$ cat src/rtl/uart_tx_arbiter.sv
// Round-robin arbiter that shares one UART transmitter among N_REQ byte
// requesters and guards each transfer with a watchdog timer.
module uart_tx_arbiter #(
  parameter int N_REQ          = 4,
  parameter int TIMEOUT_CYCLES = 2048
) (
  input  logic                     clk,
  input  logic                     reset,
  input  logic [N_REQ-1:0]         req,
  input  logic [8*N_REQ-1:0]       req_data,
  output logic [N_REQ-1:0]         req_ack,
  output logic [N_REQ-1:0]         req_done,
  output logic                     tx_start,
  output logic [7:0]               tx_data,
  input  logic                     tx_busy,
  input  logic                     tx_done,
  output logic [$clog2(N_REQ)-1:0] grant_id,
  output logic                     active,
  output logic                     err_timeout
);

  localparam int GW = $clog2(N_REQ);
  localparam int TW = ($clog2(TIMEOUT_CYCLES + 1) > 12) ? $clog2(TIMEOUT_CYCLES + 1) : 12;
  localparam logic [TW-1:0]    TIMER_LAST = TW'(TIMEOUT_CYCLES - 1);
  localparam logic [N_REQ-1:0] ONE        = N_REQ'(1);

  typedef enum logic [1:0] {IDLE, START, WAIT_DONE} state_t;

  state_t            state_q;
  logic [GW-1:0]     rr_q;
  logic [GW-1:0]     grant_q;
  logic [7:0]        tx_data_q;
  logic [TW-1:0]     timer_q;
  logic              tx_start_q;
  logic [N_REQ-1:0]  ack_q;
  logic [N_REQ-1:0]  done_q;
  logic              active_q;
  logic              err_q;

  logic              win_vld_d;
  logic [GW-1:0]     win_idx_d;
  logic [GW-1:0]     rr_next_d;
  int                scan_s;
  logic [GW-1:0]     scan_idx;

  // Scan downward so the lowest offset from rr_q is the last (winning) assignment.
  always_comb begin
    win_vld_d = 1'b0;
    win_idx_d = '0;
    scan_s    = 0;
    scan_idx  = '0;
    for (int k = N_REQ - 1; k >= 0; k--) begin
      scan_s = int'(rr_q) + k;
      if (scan_s >= N_REQ) scan_s = scan_s - N_REQ;
      scan_idx = GW'(scan_s);
      if (req[scan_idx]) begin
        win_vld_d = 1'b1;
        win_idx_d = scan_idx;
      end
    end
  end

  assign rr_next_d = (grant_q == GW'(N_REQ - 1)) ? '0 : grant_q + GW'(1);

  always_ff @(posedge clk or posedge reset) begin
    if (reset) begin
      state_q    <= IDLE;
      rr_q       <= '0;
      grant_q    <= '0;
      tx_data_q  <= '0;
      timer_q    <= '0;
      tx_start_q <= 1'b0;
      ack_q      <= '0;
      done_q     <= '0;
      active_q   <= 1'b0;
      err_q      <= 1'b0;
    end else begin
      tx_start_q <= 1'b0;
      ack_q      <= '0;
      done_q     <= '0;
      err_q      <= 1'b0;
      case (state_q)
        IDLE: begin
          if (win_vld_d && !tx_busy) begin
            state_q    <= START;
            grant_q    <= win_idx_d;
            tx_data_q  <= req_data[{win_idx_d, 3'b000} +: 8];
            tx_start_q <= 1'b1;
            ack_q      <= ONE << win_idx_d;
            active_q   <= 1'b1;
          end
        end
        START: begin
          state_q <= WAIT_DONE;
          timer_q <= '0;
        end
        WAIT_DONE: begin
          // A done pulse in the final timer cycle still completes normally.
          if (tx_done) begin
            done_q   <= ONE << grant_q;
            rr_q     <= rr_next_d;
            state_q  <= IDLE;
            active_q <= 1'b0;
          end else if (timer_q == TIMER_LAST) begin
            err_q    <= 1'b1;
            rr_q     <= rr_next_d;
            state_q  <= IDLE;
            active_q <= 1'b0;
          end else begin
            timer_q <= timer_q + TW'(1);
          end
        end
        default: begin
          state_q  <= IDLE;
          active_q <= 1'b0;
        end
      endcase
    end
  end

  assign req_ack     = ack_q;
  assign req_done    = done_q;
  assign tx_start    = tx_start_q;
  assign tx_data     = tx_data_q;
  assign grant_id    = grant_q;
  assign active      = active_q;
  assign err_timeout = err_q;

endmodule

$ cat config.mk
export PLATFORM = sky130hd
export DESIGN_NAME = uart_tx_arbiter
export DESIGN_NICKNAME = d
export VERILOG_FILES = /design/src/rtl/uart_tx_arbiter.sv
export SDC_FILE = /design/constraint.sdc
export NUM_CORES = 1
export LEC_CHECK = 0
export BUFFER_PORTS_ARGS = -buffer_cell sky130_fd_sc_hd__buf_4
export CORE_MARGIN = 1.5
export CORE_UTILIZATION = 48
export CTS_BUF_LIST = sky130_fd_sc_hd__clkbuf_8
export CTS_CLUSTER_DIAMETER = 150
export CTS_CLUSTER_SIZE = 30
export DETAILED_ROUTE_END_ITERATION = 8
export GPL_ROUTABILITY_DRIVEN = 0
export PLACE_DENSITY_LB_ADDON = 0.12
export SYNTH_ARGS = -nofsm -noshare
export SYNTH_HDL_FRONTEND = slang
export SYNTH_SLANG_ARGS = --single-unit
$ cat constraint.sdc
create_clock -name clk -period 1.6 [get_ports clk]
set_input_delay 0.24 -clock clk [delete_from_list [all_inputs] [get_ports clk]]
set_output_delay 0.24 -clock clk [all_outputs]
set_load 0.01 [all_outputs]
==> summary.txt <==
Outcome
  • Status: completed

Clock tree
  • CTS Sinks: 37
  • Clock buffer depth: 2
  • Clock transition at the registers of the reported paths: 0.07 ns
  • CTS tree: done
  • Post-CTS Setup Inserts: 0
  • CTS Hold Bufs: 0
  • Root Driver: clkbuf_8
  • Worst-skew pair later-pin latency: 0.29 ns
  • H-Tree Depth: 2
  • Num CTS Buffers: 5

Cells and area
  • Footprint of the multi-input gates: 1000 um^2
  • Synth-to-layout area growth: 41.7%
  • Layout cells sized above 1: 41.9%
  • Core Util, Final: 70.0%
  • Fin cells: 327
  • Seq. cell area: 930 um^2
  • Nets: 321
  • ANT cells: 0
  • Fillers: 315

Logic synthesis
  • Compound-cell area share of the yosys netlist: 15.4%
  • Top area cells in the synthesized netlist: dfrtp_1, mux2i_1, nand2_1
  • Mapped Avg Cell Area: 10.2 um^2
  • Mux cell area share after synthesis: 6.18%
  • Ys flop type: dfrtp_1
  • Synth Area in Adders: 3.19%
  • Async SR Flop Fraction: 100%
  • Synthesized flop and latch total: 37
  • Sequential share of the synthesized area: 47.2%
  • Area fraction of the dominant cell type after synthesis: 47.2%
  • Most frequent cell after synthesis: dfrtp_1
  • Cell variety after synth: 48
  • Number of synthesized flops with an enable pin: 0
  • Cells after Synth: 193
  • Ys Warns: 0
  • Mapped cell area: 1960 um^2
  • Post-synth top area cell: dfrtp_1
  • Leading cell types by count after synthesis: dfrtp_1, nand2_1, mux2i_1, nand3_1, nor2_1
  • Largest family of logic cells by synthesized area: simple AND/OR/NAND/NOR gates
  • Post-synthesis xor/xnor area fraction: 1.34%
  • Synth Area in Simple Gates: 23.0%
  • Post-Syn Nets: 238

STA
  • Pins Over Slew Limit: 0
  • Total Neg Setup Slack: 0 ns
  • Layout Skew: 0.00519 ns
  • Max Fclk: 663 MHz
  • Min Hold Slack: 0.0441 ns
  • Max_slew headroom: 69.6%
  • Crit share post-route: 94.2%
  • RSZ-0062 raised after global routing: true
  • Final Hold Viols: 0
  • # setup viols final: 0
  • Slew at the pin closest to its max-slew limit: 0.457 ns
  • Min Tclk post-route: 1.51 ns

Place
  • Number of buffers added on ports: 60
  • Dpl hpwl: 3470 um
  • Placed insts: 319

Setup path
  • CP max stage cell: dfrtp_1
  • Crit-path cells: nand2_2 > nor4_4 > buf_4 > nor2_2 > and3_4 > mux2i_1
  • Delay-heaviest family, CP: simple AND/OR/NAND/NOR gates
  • Crit. End Element: flop
  • Crit-path max FO: 6
  • Crit path launch type: flop
  • Crit path buffers/inverters: 1
  • Crit path largest cell delay: 0.46 ns
  • Critical Path AT: 1.68 ns
  • Crit path required time: 1.78 ns
  • Setup CP Type: flop to flop

Floorplan
  • Row Count: 23
  • Core Area: 3970 um^2
  • Die height: 67.0 um
  • IO Count: 61
  • Die footprint: 4480 um^2
  • Initial Utilization: 49.4%
  • Die width: 67.0 um

GRT
  • Global-route wire length before repair: 7390 um
  • GRT Total Usage: 22.0%
  • Vias in the first global route: 1,653
  • Total grt overflow: 0
  • Pin count of the biggest net entering global routing: 38
  • Initial antenna violation count: 0

Run
  • Max_cap viols: 0

Power
  • Pleak: 1.37 nW
  • Worst vdd ir: 0.000851 V
  • Pwr Density: 1340 nW/um^2

Worst hold path
  • Hold WC Path Type: input pin to asynchronous set/reset pin

Route
  • Routed wire length: 4670 um
  • Routed Antenna Nets: 0
  • DR WL/cell: 14.3 um
  • DR pass1 iterations: 4
  • # DRC: 0
  • Drt first-iter violations: 116
  • DR vias: 1,753
  • Via density: 5.36
[worst paths after layout]
path	from	endpoint	slack [ns]	cells past startpoint
worst min-delay path	reset	timer_q[5]	0.04	3
min in group clk	req_data[28]	tx_data[4]	0.19	3
worst min register to register	tx_data[7]	tx_data[7]	0.51	2
worst max-delay path	timer_q[9]	timer_q[5]	0.09	6
max in group asynchronous	reset	rr_q[1]	1.21	3
worst max register to register	timer_q[9]	timer_q[5]	0.09	6
[repair_timing]
action / CTS / global route
endpoints found under the setup margin: 3 / 17
pin swaps: 0 / 4
gates resized for setup: 1 / 10
[cell type report]
| cell class | instances | area share (%) |
|---|---|---|
| sequential | 37 | 33.4 |
| inverter | 10 | 1.35 |
| multi-input combinational | 140 | 36.1 |
| clock buffer | 6 | 2.97 |
| clock inverter | 2 | 1.35 |
| tap | 50 | 2.25 |
| timing repair buffer | 82 | 22.6 |
[report_power, final]
group | switching, mW | internal, mW
clock | 0.346 | 0.507
combinational | 0.737 | 0.761
sequential | 0.199 | 1.17
[logic make-up (layout without fill, tap and decap cells)]
kind of cell,Yosys count,in the layout
adders and majority gates,5,5
xor gates and xnor gates,3,3
and+or+nand+nor,78,78
muxes,12,12
DFF,37,37
AOI/OAI and AO/OA,42,42
buffers and inverters,16,100
[per-stage QoR]
step | power [mW] | setup WS, ns | instance area (um^2)
after floorplan | 2.17 | -0.00324 | 1980
final | 3.72 | 0.0925 | 2780
after global placement | 2.85 | 0.0376 | 2640
after global routing | 3.97 | -0.00454 | 2780
after CTS | 3.73 | 0.00701 | 2760
after detailed placement | 2.87 | 0.0175 | 2640
[placed cells by master (no fill, tap or decap), drive strengths merged, types with 2 or more instances in the layout]
cell type  instances
a21oi              8
a22oi              8
and3               7
and4b              2
buf               82
clkbuf             6
dfrtp             37
ha                 5
inv               10
mux2i             11
nand2             27
nand2b             2
nand3             12
nand4              2
nor2              11
nor3               6
nor4               2
o211ai             9
o21ai              9
xor2               2
[worst reg2reg max path, delay by kind of cell, from the launching register on]
kind                   cells  cell delay, ns
buffers and inverters      1            0.18
flip-flops                 1            0.46
multiplexers               1            0.11
AND/OR/NAND/NOR            4            0.64
[state kept, by name (all words and copies together) (netlist names)]
| register | flops |
|---|---|
| grant_id | 2 |
| rr_q | 2 |
| tx_start | 1 |
| tx_data | 8 |
| state_q | 2 |
| req_ack | 4 |
| timer_q | 12 |
| active | 1 |
| err_timeout | 1 |
| req_done | 4 |
[routing by layer]
layer  vias to the layer above  routed length, um  GRT usage [%]
met5                         -                  0              0
met4                         0                 51           6.89
met3                         6                299           5.57
met2                        60               2320           36.1
met1                       829               1990           28.3
li1                        858                  -              -
No activity file was read; power rests on OpenSTA's default activity.
